`src/rtl/kbd_ps2_port.sv`:
```
// PS/2 keyboard port: synchronises the PS/2 lines, deframes and checks 11-bit frames, and queues good scancodes in a FIFO that the CPU reads.
// Latency: a PS/2 falling edge acts 3 clk edges after the pin changes; CPU read data is combinational and pops take effect at the next edge.
// Backpressure: none toward the keyboard; a scancode arriving at a full FIFO is dropped and sets a sticky overflow flag.
module kbd_ps2_port #(
    parameter int FIFO_DEPTH     = 8,
    parameter int TIMEOUT_CYCLES = 50000
) (
    input  logic        clk,
    input  logic        rst_n,
    input  logic        sel,
    input  logic        rd_en,
    input  logic        we,
    input  logic [31:0] addr,
    input  logic [31:0] din,
    input  logic        ps2_clk,
    input  logic        ps2_data,
    output logic [31:0] dout,
    output logic        irq
);

    localparam int AW = $clog2(FIFO_DEPTH);
    localparam int CW = AW + 1;
    localparam int TW = $clog2(TIMEOUT_CYCLES + 1);
    localparam logic [TW-1:0] TO_LAST = TW'(TIMEOUT_CYCLES - 1);
    localparam logic [CW-1:0] CNT_FULL = CW'(FIFO_DEPTH);

    typedef enum logic [1:0] {
        ST_IDLE,
        ST_DATA,
        ST_PARITY,
        ST_STOP
    } state_t;

    // Synchroniser and edge-detect registers; idle PS/2 lines are high.
    logic clk_s1, clk_s2, clk_prev;
    logic dat_s1, dat_s2;
    logic fall;

    // Frame receiver state.
    state_t        state;
    logic [2:0]    bitcnt;
    logic [7:0]    shreg;
    logic          parity_bit;
    logic [TW-1:0] to_cnt;
    logic          frame_push;

    // Scancode FIFO state.
    logic [7:0]    mem [FIFO_DEPTH];
    logic [AW-1:0] wptr, rptr;
    logic [CW-1:0] count, count_next;
    logic          overflow;
    logic          empty, full;
    logic          flush, pop_req, do_pop, do_push, ovf_set;
    logic [7:0]    head;
    logic [7:0]    cnt8;
    logic          unused_bits;

    assign unused_bits = ^{addr[31:3], addr[1:0], din[31:1]};

    // Two-stage synchronisers plus a delayed clock copy for falling-edge detect.
    always_ff @(posedge clk or negedge rst_n) begin
        if (!rst_n) begin
            clk_s1   <= 1'b1;
            clk_s2   <= 1'b1;
            clk_prev <= 1'b1;
            dat_s1   <= 1'b1;
            dat_s2   <= 1'b1;
        end else begin
            clk_s1   <= ps2_clk;
            clk_s2   <= clk_s1;
            clk_prev <= clk_s2;
            dat_s1   <= ps2_data;
            dat_s2   <= dat_s1;
        end
    end

    assign fall = clk_prev & ~clk_s2;

    // A completed frame is good when the stop bit is 1 and data+parity has odd weight.
    assign frame_push = (state == ST_STOP) && fall && dat_s2 && (^{shreg, parity_bit});

    // Frame FSM: start, 8 data bits LSB first, parity, stop; abandons a stalled frame.
    always_ff @(posedge clk or negedge rst_n) begin
        if (!rst_n) begin
            state      <= ST_IDLE;
            bitcnt     <= 3'd0;
            shreg      <= 8'd0;
            parity_bit <= 1'b0;
            to_cnt     <= '0;
        end else begin
            if (state == ST_IDLE || fall) begin
                to_cnt <= '0;
            end else begin
                to_cnt <= to_cnt + 1'b1;
            end

            if (state != ST_IDLE && !fall && to_cnt == TO_LAST) begin
                state <= ST_IDLE;
            end else if (fall) begin
                case (state)
                    ST_IDLE: begin
                        // A falling edge with data high is not a start bit.
                        if (!dat_s2) begin
                            state  <= ST_DATA;
                            bitcnt <= 3'd0;
                        end
                    end
                    ST_DATA: begin
                        shreg  <= {dat_s2, shreg[7:1]};
                        bitcnt <= bitcnt + 3'd1;
                        if (bitcnt == 3'd7) begin
                            state <= ST_PARITY;
                        end
                    end
                    ST_PARITY: begin
                        parity_bit <= dat_s2;
                        state      <= ST_STOP;
                    end
                    ST_STOP: begin
                        state <= ST_IDLE;
                    end
                    default: begin
                        state <= ST_IDLE;
                    end
                endcase
            end
        end
    end

    assign empty   = (count == '0);
    assign full    = (count == CNT_FULL);
    assign flush   = sel & we & addr[2] & din[0];
    assign pop_req = sel & rd_en & ~addr[2];

    // Flush wins over everything; a pop on a full FIFO makes room for a same-cycle push.
    assign do_pop  = pop_req & ~empty & ~flush;
    assign do_push = frame_push & ~flush & (~full | do_pop);
    assign ovf_set = frame_push & ~flush & full & ~do_pop;

    // Next occupancy, shared by the count register and the interrupt flag.
    always_comb begin
        count_next = count;
        if (flush) begin
            count_next = '0;
        end else if (do_push && !do_pop) begin
            count_next = count + 1'b1;
        end else if (do_pop && !do_push) begin
            count_next = count - 1'b1;
        end
    end

    // Scancode storage; contents are only visible while count says they are valid.
    always_ff @(posedge clk) begin
        if (do_push) begin
            mem[wptr] <= shreg;
        end
    end

    // Pointers, occupancy, sticky overflow and the interrupt line.
    always_ff @(posedge clk or negedge rst_n) begin
        if (!rst_n) begin
            wptr     <= '0;
            rptr     <= '0;
            count    <= '0;
            overflow <= 1'b0;
            irq      <= 1'b0;
        end else begin
            count <= count_next;
            irq   <= (count_next != '0);
            if (flush) begin
                wptr     <= '0;
                rptr     <= '0;
                overflow <= 1'b0;
            end else begin
                if (do_push) begin
                    wptr <= wptr + 1'b1;
                end
                if (do_pop) begin
                    rptr <= rptr + 1'b1;
                end
                if (ovf_set) begin
                    overflow <= 1'b1;
                end
            end
        end
    end

    assign head = mem[rptr];
    assign cnt8 = 8'(count);

    // CPU read mux: DATA shows valid+head, STATUS shows overflow and count; zero when unselected.
    always_comb begin
        dout = 32'd0;
        if (sel) begin
            if (!addr[2]) begin
                if (!empty) begin
                    dout = {23'd0, 1'b1, head};
                end
            end else begin
                dout = {overflow, 23'd0, cnt8};
            end
        end
    end

endmodule

```
`config.mk`:
```
export PLATFORM = sky130hd
export DESIGN_NAME = kbd_ps2_port
export DESIGN_NICKNAME = d
export VERILOG_FILES = /design/src/rtl/kbd_ps2_port.sv
export SDC_FILE = /design/constraint.sdc
export NUM_CORES = 1
export LEC_CHECK = 0
export CAP_MARGIN = 25
export CORE_MARGIN = 4
export CORE_UTILIZATION = 45
export DETAILED_ROUTE_END_ITERATION = 16
export DONT_BUFFER_PORTS = 1
export GPL_TIMING_DRIVEN = 0
export SYNTH_ARGS = -nofsm -noshare
export SYNTH_HDL_FRONTEND = slang
export SYNTH_SLANG_ARGS = --single-unit
```
`constraint.sdc`:
```
create_clock -name clk -period 7.04 [get_ports clk]
set_clock_uncertainty 0.15 [all_clocks]
set_input_delay 2.112 -clock clk [delete_from_list [all_inputs] [get_ports clk]]
set_output_delay 2.112 -clock clk [all_outputs]
set_load 0.02 [all_outputs]
```
==> reports/metrics.yaml <==
cp.arrival_ns: 3.40
htree_levels: 3
io_buffers: 0
diodes: 0
cts.sinks: 111
hold_viol_final: 0
yosysUniqueCellTypes: 49
synth_area_um2: 5020
syn_inst: 354
leakage_uw: 0.00214
top_layer_used: "met4"
first_pass_iters: 4
cts_setup_buffers: 0
grt_overflow: 0
die-area_um2: 12900
grt_usage_pct: 14.4
area_growth_syn_to_layout_pct: 9.50
async_reset_ff_share_pct: 42.3
drv_slew: 0
synth-seq-area-share_pct: 61.9
fin_setup_tns_ns: 0
pin_count: 104
crit_chain: "clkbuf_1, nand3b_1, o21ai_0"
avgSynthCellArea_um2: 14.2
cp_slowest_cell: "o21ai_0"
grt_max_degree: 48
path_clk_slew_ns: 0.11
wire_per_inst_um: 16.1
core_area_um2: 10900
timing.fmax_mhz: 177
grt_setup_unrepaired: "false"
grt_pass1_wl_um: 14400
die_y_um: 114
root_buffer: "clkbuf_8"
crit_cells: 3
vias_per_cell: 5.16
multi_input_area_um2: 1760
via_count: 2750
drt_iter0_drc: 115
period_minus_slack_ns: 5.67
die_w_um: 114
wirelength_um: 8580
ys_seq_elements: 111
rows: 38
slew_headroom_pct: 45.6
cp-startpoint: "addr[2]"
nNetsFinal: 471
path_max_fanout: 9
reg2reg_slack_ns: 4.14
nFillCells: 918
dr_wl_met2_um: 4300
p_per_area_nw_per_um2: 340
crit_end: "dout[1]"
synth_edf_count: 64
tightest_slew_ns: 0.815
rr_startpoint: "shreg[4]"
post-synth-top-area-fraction_pct: 38.3
cts_buffers: 9
path_class: "in -> out"
clk_latency_ns: 0.37
r2r-end: "mem[6][0]"
min_period_over_period_pct: 80.5
cp-end-kind: "output port"
start_kind: "primary input"
crit_buf_inv: 1
rr_worst_depth: 5
clockBufferDepth: 2
ys_warn_count: 0
cpPeakStageDelay_ns: 0.69
grt_pass1_vias: 2855
gp_congestion: 0.809
crit_family: "compound AO/OA/AOI/OAI gates"
hold_path.class: "reg -> reg"
start_util_pct: 46.1
synth_top_area_cell: "edfxtp_1"
met1_length_um: 3870
cts_hold_repair.buffers: 0
hpwl_um: 5970
yosys-top-cells-area: "edfxtp_1 38%, dfrtp_1 21%, mux4_2 7.2%"
drv_cap: 0
wl_met3_um: 341
synth_ff_type: "edfxtp_1"
drive_above_1_share_pct: 20.4
final-seq-area_um2: 3100
ir_drop_v: 0.000186
ant_nets: 0
drcViolationCount: 0
post_cts_resized: 0
antenna_found_initial: 0
critPathRequiredTime_ns: 4.78
tritoncts: "yes"
finalSetupViolations: 0
power_uw: 1870
status: "finished, final reports clean"
==> cells by family after synthesis <==
family                   after synthesis  synth area share, %
flip-flops                           111                 61.9
AND/OR/NAND/NOR                      100                 10.0
buffers and inverters                 41                 4.74
multiplexers                          40                 12.5
AO/OA/AOI/OAI                         33                 4.11
XOR/XNOR                              16                 3.66
adder cells (fa/ha/maj)               12                 2.99
other                                  1               0.0747
==> worst register-to-register path, stage by stage (launching register included) <==
cell      delay (ns)
dfrtp_1         0.57
xor2_1          0.18
xnor3_2         0.50
mux2i_4         0.31
nand2b_1        0.19
nor2_1          0.65
==> final cells by class <==
class                      count  share of cell area (%)
timing repair buffer           2                   0.182
buffer                        33                    3.78
inverter                       8                   0.546
tap                          140                    3.19
clock buffer                   9                    2.25
clock inverter                 7                    1.62
sequential                   111                    56.5
multi-input combinational    223                    31.9
==> per-stage QoR <==
stage               util, %  setup WS (ns)  hold WS [ns]  instances  instance area (um^2)
floorplan                 -           1.69         0.195        375                  5100
global placement       48.4           1.34         0.196        515                  5270
detailed placement     48.5           1.33         0.197        517                  5280
CTS                    50.5           1.33         0.214        533                  5500
global route           50.5           1.22         0.218        533                  5500
finish                 50.5           1.37         0.213        533                  5500
==> how the worst min path moves through the flow <==
stage               startpoint  slack [ns]      to  cells after the start
floorplan               clk_s1        0.20  clk_s2                      0
detailed placement      dat_s1        0.20  dat_s2                      0
finish                  clk_s1        0.21  clk_s2                      0
global placement        clk_s1        0.20  clk_s2                      0
global route            clk_s1        0.22  clk_s2                      0
CTS                     clk_s1        0.21  clk_s2                      0
==> state kept, by name, indices dropped and copies added (netlist names) <==
signal      count
irq             1
parity_bit      1
clk_s2          1
dat_s1          1
clk_prev        1
bitcnt          3
count           4
mem            64
overflow        1
state           2
clk_s1          1
to_cnt         16
shreg           8
rptr            3
wptr            3
dat_s2          1
==> layout by cell type (no fill, tap or decap), types with 2 or more instances in the layout <==
cell type / Yosys / routed
nand3_1: 13 / 13
a32o_1: 3 / 3
inv_6: 0 / 2
nor2_1: 27 / 27
or2_2: 2 / 2
or3_1: 6 / 6
o21ai_0: 15 / 15
clkinv_8: 0 / 2
clkbuf_1: 8 / 8
dfrtp_1: 42 / 42
ha_1: 12 / 12
nand2b_1: 5 / 5
mux2i_1: 13 / 13
nor3_1: 4 / 4
buf_1: 2 / 2
a21oi_1: 8 / 8
mux4_2: 16 / 16
dfstp_2: 5 / 5
inv_1: 8 / 8
nand2_1: 22 / 22
inv_8: 0 / 2
buf_2: 0 / 2
xnor2_1: 4 / 4
buf_4: 22 / 22
conb_1: 1 / 22
and3_1: 3 / 3
nand4_1: 5 / 5
xor2_1: 9 / 9
clkbuf_8: 0 / 9
edfxtp_1: 64 / 64
o2111ai_1: 2 / 2
nor4_1: 2 / 2
nand3b_1: 2 / 2
mux2_2: 9 / 9
==> layer usage <==
| layer | up-vias | GRT usage [%] |
|---|---|---|
| li1 | 1327 | - |
| met1 | 1373 | 19.2 |
| met2 | 45 | 23.8 |
| met3 | 5 | 2.81 |
| met4 | 0 | 4.49 |
| met5 | - | 0 |
==> power breakdown <==
group	total (uW)	switching, uW	internal (uW)
logic	543	269	274
clock network	392	244	147
registers	933	119	815
total	1870	632	1240
==> synthesized netlist by cell type (2+ instances only) <==
| cell | number |
|---|---|
| buf_4 | 22 |
| nand3_1 | 13 |
| or2_2 | 2 |
| or3_1 | 6 |
| a32o_1 | 3 |
| clkbuf_1 | 8 |
| dfstp_2 | 5 |
| nand2_1 | 22 |
| and3_1 | 3 |
| buf_1 | 2 |
| ha_1 | 12 |
| nor2_1 | 27 |
| mux2_2 | 9 |
| nand4_1 | 5 |
| mux2i_1 | 13 |
| xnor2_1 | 4 |
| inv_1 | 8 |
| nand3b_1 | 2 |
| xor2_1 | 9 |
| o2111ai_1 | 2 |
| a21oi_1 | 8 |
| mux4_2 | 16 |
| nand2b_1 | 5 |
| nor3_1 | 4 |
| o21ai_0 | 15 |
| nor4_1 | 2 |
| dfrtp_1 | 42 |
| edfxtp_1 | 64 |
No activity file was read; power rests on OpenSTA's default activity.
